`config.mk`:
```
export PLATFORM = sky130hd
export DESIGN_NAME = adder_chain_sequencer
export DESIGN_NICKNAME = d
export VERILOG_FILES = /design/src/rtl/adder_seq_pkg.sv /design/src/rtl/seq_down_counter.sv /design/src/rtl/adder_chain_sequencer.sv
export SDC_FILE = /design/constraint.sdc
export NUM_CORES = 1
export LEC_CHECK = 0
export CAP_MARGIN = 20
export CORE_MARGIN = 4
export CORE_UTILIZATION = 55
export DETAILED_ROUTE_END_ITERATION = 10
export DONT_BUFFER_PORTS = 1
export GPL_TIMING_DRIVEN = 0
export PLACE_DENSITY = 0.66
export SYNTH_ARGS = -nofsm -noshare
export SYNTH_HDL_FRONTEND = slang
export SYNTH_SLANG_ARGS = --single-unit
```
`constraint.sdc`:
```
create_clock -name clk -period 3 [get_ports clk]
set_input_delay 0.45 -clock clk [delete_from_list [all_inputs] [get_ports clk]]
set_output_delay 0.45 -clock clk [all_outputs]
set_load 0.03 [all_outputs]
```
`src/rtl/adder_seq_pkg.sv`:
```
// Shared types and defaults for the adder-chain sequencer.
package adder_seq_pkg;

  localparam int BW_DEF         = 8;
  localparam int ADDR_WIDTH_DEF = 4;
  localparam int AMOUNT_DEF     = 4;

  typedef enum logic [2:0] {
    S_IDLE,
    S_CLEAR,
    S_ISSUE,
    S_DRAIN,
    S_HOLD
  } seq_state_t;

  // One cycle of ROM read latency plus one per adder stage.
  function automatic int drain_cyc(input int amount);
    return amount + 1;
  endfunction

endpackage

```
`src/rtl/seq_down_counter.sv`:
```
// Loadable down-counter with a zero flag; holds at zero.
module seq_down_counter #(
  parameter int W = 4
) (
  input  logic         clk,
  input  logic         rst,
  input  logic         load,
  input  logic [W-1:0] load_val,
  input  logic         dec,
  output logic         zero
);

  logic [W-1:0] cnt_q;

  always_ff @(posedge clk or posedge rst) begin
    if (rst) begin
      cnt_q <= '0;
    end else if (load) begin
      cnt_q <= load_val;
    end else if (dec && (cnt_q != '0)) begin
      cnt_q <= cnt_q - W'(1);
    end
  end

  assign zero = (cnt_q == '0);

endmodule

```
`src/rtl/adder_chain_sequencer.sv`:
```
// Sequences one accumulation job on the ROM-fed cascaded adder chain.
// Optional job/cycle statistics outputs are built when SEQ_STATS_EN is defined.
//
//  state   | meaning
//  --------+-------------------------------------------------
//  S_IDLE  | ready for a job, chain held clear
//  S_CLEAR | one-cycle chain clear before issuing
//  S_ISSUE | one ROM read per cycle, len cycles
//  S_DRAIN | wait out ROM + adder pipeline, capture sum on last cycle
//  S_HOLD  | result presented until consumer takes it
module adder_chain_sequencer
  import adder_seq_pkg::*;
#(
  parameter int BW         = BW_DEF,
  parameter int ADDR_WIDTH = ADDR_WIDTH_DEF,
  parameter int AMOUNT     = AMOUNT_DEF,
  parameter int LEN_WIDTH  = ADDR_WIDTH + 1
) (
  input  logic                  clk,
  input  logic                  rst,
  input  logic                  start_valid,
  output logic                  start_ready,
  input  logic [ADDR_WIDTH-1:0] start_addr,
  input  logic [LEN_WIDTH-1:0]  start_len,
  output logic                  rom_en,
  output logic [ADDR_WIDTH-1:0] rom_addr,
  output logic                  chain_clr,
  input  logic [BW-1:0]         chain_sum,
  output logic                  busy,
  output logic                  res_valid,
  input  logic                  res_ready,
  output logic [BW-1:0]         res_data
`ifdef SEQ_STATS_EN
  ,
  output logic [15:0]           job_cnt,
  output logic [31:0]           cyc_cnt
`endif
);

  localparam int DRAIN_CYC = drain_cyc(AMOUNT);
  localparam int DRAIN_W   = $clog2(DRAIN_CYC) + 1;
  localparam logic [LEN_WIDTH-1:0] MAX_LEN = LEN_WIDTH'(2 ** ADDR_WIDTH);

  seq_state_t state_q, state_d;

  logic [LEN_WIDTH-1:0]  len_clamped;
  logic [ADDR_WIDTH-1:0] addr_q;
  logic [BW-1:0]         res_q;
  logic accept, empty_job;
  logic issue_load, issue_dec, issue_zero;
  logic drain_load, drain_dec, drain_zero;
  logic capture;

  always_comb begin
    len_clamped = (start_len > MAX_LEN) ? MAX_LEN : start_len;
  end

  assign accept    = (state_q == S_IDLE) && start_valid;
  assign empty_job = (len_clamped == '0);

  always_ff @(posedge clk or posedge rst) begin
    if (rst) begin
      state_q <= S_IDLE;
    end else begin
      state_q <= state_d;
    end
  end

  always_comb begin
    state_d     = state_q;
    issue_load  = 1'b0;
    issue_dec   = 1'b0;
    drain_load  = 1'b0;
    drain_dec   = 1'b0;
    capture     = 1'b0;
    start_ready = 1'b0;
    chain_clr   = 1'b0;
    rom_en      = 1'b0;
    res_valid   = 1'b0;
    busy        = 1'b1;
    case (state_q)
      S_IDLE: begin
        start_ready = 1'b1;
        chain_clr   = 1'b1;
        busy        = 1'b0;
        if (start_valid) begin
          issue_load = 1'b1;
          state_d    = empty_job ? S_HOLD : S_CLEAR;
        end
      end
      S_CLEAR: begin
        chain_clr = 1'b1;
        state_d   = S_ISSUE;
      end
      S_ISSUE: begin
        rom_en = 1'b1;
        if (issue_zero) begin
          drain_load = 1'b1;
          state_d    = S_DRAIN;
        end else begin
          issue_dec = 1'b1;
        end
      end
      S_DRAIN: begin
        if (drain_zero) begin
          capture = 1'b1;
          state_d = S_HOLD;
        end else begin
          drain_dec = 1'b1;
        end
      end
      S_HOLD: begin
        res_valid = 1'b1;
        if (res_ready) begin
          state_d = S_IDLE;
        end
      end
      default: begin
        state_d = S_IDLE;
      end
    endcase
  end

  // Counters are loaded with (cycles - 1) so the zero flag marks the last cycle.
  seq_down_counter #(.W(LEN_WIDTH)) u_issue_cnt (
    .clk      (clk),
    .rst      (rst),
    .load     (issue_load),
    .load_val (len_clamped - LEN_WIDTH'(1)),
    .dec      (issue_dec),
    .zero     (issue_zero)
  );

  seq_down_counter #(.W(DRAIN_W)) u_drain_cnt (
    .clk      (clk),
    .rst      (rst),
    .load     (drain_load),
    .load_val (DRAIN_W'(DRAIN_CYC - 1)),
    .dec      (drain_dec),
    .zero     (drain_zero)
  );

  always_ff @(posedge clk or posedge rst) begin
    if (rst) begin
      addr_q <= '0;
      res_q  <= '0;
    end else begin
      if (accept) begin
        addr_q <= start_addr;
      end else if (state_q == S_ISSUE) begin
        addr_q <= addr_q + ADDR_WIDTH'(1);
      end
      if (accept && empty_job) begin
        res_q <= '0;
      end else if (capture) begin
        res_q <= chain_sum;
      end
    end
  end

  assign rom_addr = addr_q;
  assign res_data = res_q;

`ifdef SEQ_STATS_EN
  always_ff @(posedge clk or posedge rst) begin
    if (rst) begin
      job_cnt <= '0;
      cyc_cnt <= '0;
    end else begin
      if ((state_q == S_HOLD) && res_ready && (job_cnt != '1)) begin
        job_cnt <= job_cnt + 16'd1;
      end
      if (busy && (cyc_cnt != '1)) begin
        cyc_cnt <= cyc_cnt + 32'd1;
      end
    end
  end
`endif

endmodule

```
==> summary.txt, run 1 <==
Synthesis
  – Sequential share of the synthesized area: 45.6%
  – Syn Nets: 166
  – Synthesized cell area: 1320 µm²
  – Flip-flop and latch count after synthesis: 24
  – Synth Flop Type: dfrtp_1
  – Mean Syn Cell Area: 9.28 µm²
  – Mapped Cells: 142
  – YS warnings: 0
  – Post-synthesis async set-or-reset flop share: 100%
  – Post-synth EDFFs: 0
  – Unique masters post-synth: 43

Clock network
  – CTS Hold Buffers Added: 0
  – Post-CTS Setup Bufs: 0
  – Post-CTS sizing: 0
  – CTS clk-pin slew, worst paths: 130 ps
  – # clock sinks: 24
  – CTS tree: yes
  – H-Tree Depth: 1
  – Max clock buf depth: 2
  – Num CTS Buffers: 3
  – Clk_lat worst skew: 310 ps
  – Root Driver: clkbuf_4

Place
  – Placed Cells: 170
  – DP Area: 1350 µm²
  – PortBufs: 0
  – RePlAce Congestion: 0.810
  – Post-DP HPWL: 1.99 mm
  – Pre-CTS setup slack: 649 ps

Setup path
  – Data required, critical path: 2550 ps
  – FF-to-FF Start: state_q[1]$_DFFE_PP0P_
  – Critical Path Source Type: register
  – Reg-to-Reg End: u_issue_cnt.cnt_q[4]$_DFFE_PP0P_
  – Worst EP arrival: 2010 ps
  – Critical path endpoint category: primary output
  – CP Max Fanout: 10
  – R2R depth: 9
  – Setup CP Type: reg2out
  – Setup slack, reg-to-reg: 650 ps

Timing
  – Fin crit period: 2460 ps
  – Worst slew margin: 35.3%
  – Final hold vios: 0
  – Final setup violation count: 0
  – Setup total negative slack: 0 ps
  – Worst Skew: 8.92 ps
  – Final Slew Violations: 0
  – RSZ-0062 raised after global routing: no
  – Fin crit share: 81.9%
  – Max Freq: 407 MHz
  – Hold Slack: 202 ps
  – Worst slew pin tran: 964 ps
  – Post-route setup slack: 544 ps

Global route
  – Grt ovf: 0
  – First-pass GRT wire length: 4.46 mm
  – Vias in the first global route: 998
  – Largest net degree at the start of global routing: 25
  – Initial antenna violation count: 0
  – Overall Global Routing Usage: 17.4%

Worst hold path
  – Worst hold path class: in2async

Layout
  – Layout cell share with drive strength beyond 1: 11.0%
  – Footprint of the multi-input gates: 657 µm²
  – Commonest non-fill, non-tap cells in the layout: dfrtp_1 (24), a21oi_1 (17), nand2_1 (16)
  – Filler cells: 209
  – Sequential cell area: 601 µm²
  – Inserted Diodes: 0
  – Fin area: 1380 µm²
  – Commonest non-fill, non-tap cell in the layout: dfrtp_1
  – Core Util, Final: 61.0%
  – Non-Filler Instances: 173
  – Area grow syn2layout: 4.37%
  – Layout net count: 171

Floorplanning
  – Core ar.: 2250 µm²
  – # rows: 17
  – Die area: 3240 µm²
  – Count of boundary I/O pins: 38
  – Initial Utilization: 58.4%
  – Die W: 56.9 µm
  – Die height: 56.9 µm

Routing
  – Routed Wire Length: 2.70 mm
  – Antenna-violating nets left: 0
  – Drt wl/cell: 15.6 µm
  – Total number of vias: 1071
  – First-pass DRT Iterations: 4
  – Post-DR vias/cell: 6.19
  – Drt initial violations: 42
  – DRC viols: 0

Job
  – MaxCap Viol Count: 0

Status
  – Status: finished clean

Pwr
  – Leakage: 0.584 nW
  – Cell area power density: 1230 nW/µm²
  – Pwr Total: 1.69 mW
  – Max VDD drop: 0.651 mV
[per-layer routing]
| layer | global-route usage, % | up-vias | part of all wire (%) |
|---|---|---|---|
| met5 | 0 | - | 0 |
| met4 | 6.62 | 0 | 1.3 |
| met3 | 4.98 | 4 | 7.3 |
| met2 | 27.2 | 36 | 45 |
| met1 | 22.8 | 510 | 46 |
| li1 | - | 521 | - |
[worst max-delay path by stage]
stage                                 startpoint                          endpoint  slack, ps
after floorplan           state_q[1]$_DFFE_PP0P_  u_issue_cnt.cnt_q[4]$_DFFE_PP0P_        800
after global placement    state_q[1]$_DFFE_PP0P_  u_issue_cnt.cnt_q[4]$_DFFE_PP0P_        680
after detailed placement  state_q[1]$_DFFE_PP0P_  u_issue_cnt.cnt_q[4]$_DFFE_PP0P_        650
after CTS                 state_q[1]$_DFFE_PP0P_                              busy        530
after global routing      state_q[1]$_DFFE_PP0P_  u_issue_cnt.cnt_q[4]$_DFFE_PP0P_        450
final                     state_q[1]$_DFFE_PP0P_                              busy        540
[state kept, by name (all words and copies together) (netlist names)]
name / flops
u_drain_cnt.cnt_q: 4
rom_addr: 4
u_issue_cnt.cnt_q: 5
state_q: 3
res_data: 8
[cell families after synthesis]
group	synth area share (%)
buffers and inverters	4.56
XOR/XNOR	2.66
AND/OR/NAND/NOR	26.8
adder cells (fa/ha/maj)	2.85
AO/OA/AOI/OAI	15.2
multiplexers	2.37
flip-flops	45.6
[Yosys cell counts (all sizes together), types with 2 or more instances]
| library cell | n | share of area [%] |
|---|---|---|
| dfrtp | 24 | 46 |
| a21oi | 17 | 6.5 |
| nand2 | 16 | 4.6 |
| nor2 | 13 | 3.9 |
| nand3 | 9 | 3.4 |
| nor3 | 8 | 3.0 |
| inv | 5 | 1.4 |
| buf | 4 | 2.2 |
| nor3b | 4 | 3.0 |
| o21ai | 4 | 1.5 |
| ha | 3 | 2.8 |
| or3 | 3 | 1.4 |
| a211oi | 2 | 1.5 |
| a311oi | 2 | 1.3 |
| clkbuf | 2 | 0.57 |
| mux2i | 2 | 1.5 |
| nor4b | 2 | 1.8 |
| xnor2 | 2 | 1.3 |
| xor2 | 2 | 1.3 |
[final cells by class]
cell class              count  area share, %
well taps                  28           2.55
inverters                   6           1.73
clock buffers               3           1.64
flip-flops and latches     24           43.7
plain buffers               6           2.64
multi-input cells         106           47.8
[power breakdown]
part           switching, mW  internal [mW]
Clock                 0.0919         0.0469
Combinational          0.469          0.308
Sequential             0.290          0.483
Total                  0.851          0.838
[critical path: stages (launching register included)]
cell and delay [ps]:
dfrtp_1 390, buf_4 170, nor3_1 780, inv_1 370
Power figures use the tool's default switching activity.
==> run 2, diff against run 1 <==
Settings changed: PLACE_DENSITY 0.66 to 0.69.
Clock period 3 ns to 2 ns, I/O delays scaled along.
==> run 2 against run 1 <==
Effect of this change: cell count increased by 5.8%; sequential share of layout area decreased by 4.4 points; sequential power increased by 51%; non-clock buffer count increased by 9; register-to-register slack got worse by 720 ps; the flow now finishes with violations (negative setup slack); first-iteration DRC count decreased by 12%; global-route usage increased by 0.52 points; combinational power increased by 79%; largest power group unchanged; wire length increased by 8.7%.
==> summary.txt, run 2 (synthesis gave the netlist of run 1 again) <==
Global route
  – Vias in the first global route: 1036 (+3.8%)
  – Grt ovf: 0 (unchanged)
  – Initial antenna violation count: 0 (unchanged)
  – Largest net degree at the start of global routing: 25 (unchanged)
  – Overall Global Routing Usage: 17.9% (+0.52 points)
  – First-pass GRT wire length: 4.59 mm (+2.8%)

Timing
  – Fin crit period: 2070 ps
  – Worst Skew: 5.43 ps (-3.49 ps)
  – Post-route setup slack: -70.5 ps (-614 ps)
  – Worst slew pin tran: 905 ps (-58.9 ps)
  – Final hold vios: 0 (unchanged)
  – Max Freq: 483 MHz
  – Final setup violation count: 2 (+2)
  – Fin crit share: 104%
  – Worst slew margin: 39.6% (+4.4 points)
  – Setup total negative slack: -116 ps (-116 ps)
  – Final Slew Violations: 0 (unchanged)
  – RSZ-0062 raised after global routing: yes

Floorplanning
  – Core ar.: 2250 µm² (unchanged)
  – Die W: 56.9 µm (unchanged)
  – Count of boundary I/O pins: 38 (unchanged)
  – Die height: 56.9 µm (unchanged)
  – Initial Utilization: 58.4% (unchanged)
  – # rows: 17 (unchanged)
  – Die area: 3240 µm² (unchanged)

Routing
  – Total number of vias: 1105 (+3.2%)
  – First-pass DRT Iterations: 6 (+2)
  – Antenna-violating nets left: 0 (unchanged)
  – Routed Wire Length: 2.93 mm (+8.7%)
  – Drt initial violations: 37 (-12%)
  – Drt wl/cell: 16.0 µm (+2.7%)
  – Post-DR vias/cell: 6.04 (-2.5%)
  – DRC viols: 0 (unchanged)

Clock network
  – Root Driver: clkbuf_4
  – # clock sinks: 24 (unchanged)
  – CTS tree: yes
  – CTS clk-pin slew, worst paths: 130 ps (about the same)
  – H-Tree Depth: 1 (unchanged)
  – Num CTS Buffers: 3 (unchanged)
  – CTS Hold Buffers Added: 0 (unchanged)
  – Clk_lat worst skew: 310 ps (about the same)
  – Max clock buf depth: 2 (unchanged)

Layout
  – Commonest non-fill, non-tap cells in the layout: dfrtp_1 (24), nand2_1 (16), a21oi_1 (16)
  – Core Util, Final: 67.9% (+6.9 points)
  – Layout cell share with drive strength beyond 1: 22.6% (+12 points)
  – Inserted Diodes: 0 (unchanged)
  – Area grow syn2layout: 16.1%
  – Max reg flops: 8 (unchanged)
  – Commonest non-fill, non-tap cell in the layout: dfrtp_1
  – Filler cells: 180 (-14%)
  – Layout net count: 180 (+5.3%)

Pwr
  – Psw: 1.37 mW (+61%)
  – Sequential Power Share: 41.4% (-4.4 points)
  – Internal: 1.45 mW (+73%)
  – Switch share: 48.5% (-1.9 points)
  – Leakage: 0.653 nW (+12%)
  – Power share of the clock group: 9.1% (+0.9 points)
  – Cell area power density: 1840 nW/µm² (+50%)
  – Max VDD drop: 1.08 mV (+66%)
  – Comb pwr share: 49.5% (+3.5 points)

Setup path
  – CP top delay family: simple AND/OR/NAND/NOR gates
  – CP Max Fanout: 6 (-4)
  – Critical path endpoint category: register
  – Crit. Startpoint: state_q[0]$_DFFE_PP0P_
  – Data required, critical path: 2250 ps (-300 ps)
  – Slowest CP cell: or4b_4
  – FF-to-FF Start: state_q[0]$_DFFE_PP0P_
  – Crit path cell chain: buf_6 -> or4b_4 -> a21oi_1 -> ha_4 -> nor4b_2 -> nor3_1 -> a21oi_1
  – Worst EP arrival: 2320 ps (+310 ps)
  – Setup CP Type: reg2reg
  – CP max stage delay: 600 ps (-180 ps)
  – Critical Path Source Type: register
  – Cell repeated most along the worst path: a21oi_1
  – WP buf/inv: 1 (-1)

Place
  – RePlAce Congestion: 0.812 (+0.28%)
  – PortBufs: 0 (unchanged)
  – Post-DP HPWL: 1.97 mm (-1.1%)

Status
  – Failing checks: negative setup slack
  – Status: finished, violations left

Job
  – MaxCap Viol Count: 0 (unchanged)

Worst hold path
  – Worst hold path class: in2async
[run 2: power by group through the flow]
| stage | sequential [mW] | clock [mW] | combinational (mW) |
|---|---|---|---|
| floorplan | 1.13 | 0 | 1.02 |
| global placement | 1.16 | 0 | 1.16 |
| detailed placement | 1.18 | 0 | 1.18 |
| CTS | 1.17 | 0.261 | 1.21 |
| global route | 1.21 | 0.283 | 1.56 |
| finish | 1.17 | 0.257 | 1.39 |
[run 2: layout make-up]
| type | instances | area [µm²] | share of cell area (%) |
|---|---|---|---|
| repair buffers | 10 | 76.3 | 4.99 |
| clock buffers | 4 | 36.3 | 2.37 |
| multi-input cells | 106 | 722 | 47.2 |
| flip-flops and latches | 24 | 601 | 39.2 |
| well taps | 28 | 35.0 | 2.29 |
| inverters | 6 | 25.0 | 1.64 |
| plain buffers | 5 | 35.0 | 2.29 |
[run 2: timing repair]
action	in CTS	in global routing
endpoints found under the setup margin	4	9
pin swaps	1	4
cloned	0	1
gates resized for setup	3	9
buffers inserted	2	7
[run 2: routing by layer]
layer  share of wire [%]  track usage (%)  routed length [µm]  up-vias
li1                    -                -                   -      537
met1                  42             23.1                1240      530
met2                  48             29.0                1410       34
met3                 8.0             4.98                 234        4
met4                 1.4             5.96                  40        0
met5                   0                0                   0        -
[run 2: final timing paths]
kind                                               endpoint  slack [ps]  depth (start not counted)
setup / recovery           u_issue_cnt.cnt_q[4]$_DFFE_PP0P_         -70                          7
hold / removal                      rom_addr[1]$_DFFE_PP0P_          50                          1
max in group asynchronous  u_drain_cnt.cnt_q[3]$_DFFE_PP0P_        1400                          1
min in group clk                    rom_addr[2]$_DFFE_PP0P_         100                          2
hold reg to reg            u_issue_cnt.cnt_q[1]$_DFFE_PP0P_         560                          1
setup reg to reg           u_issue_cnt.cnt_q[4]$_DFFE_PP0P_         -70                          7
[run 2: through the flow]
stage          std cells  hold slack (ps)  worst slack [ps]  cell area [µm²]  power, mW
2_1_floorplan        142              315             -65.3             1340       2.15
3_3_place_gp         170              423              -150             1380       2.32
3_5_place_dp         170              436              -173             1380       2.36
4_1_cts              175             87.2             -57.7             1430       2.64
5_1_grt              183             88.0              -146             1530       3.05
6_report             183             50.0             -70.5             1530       2.82
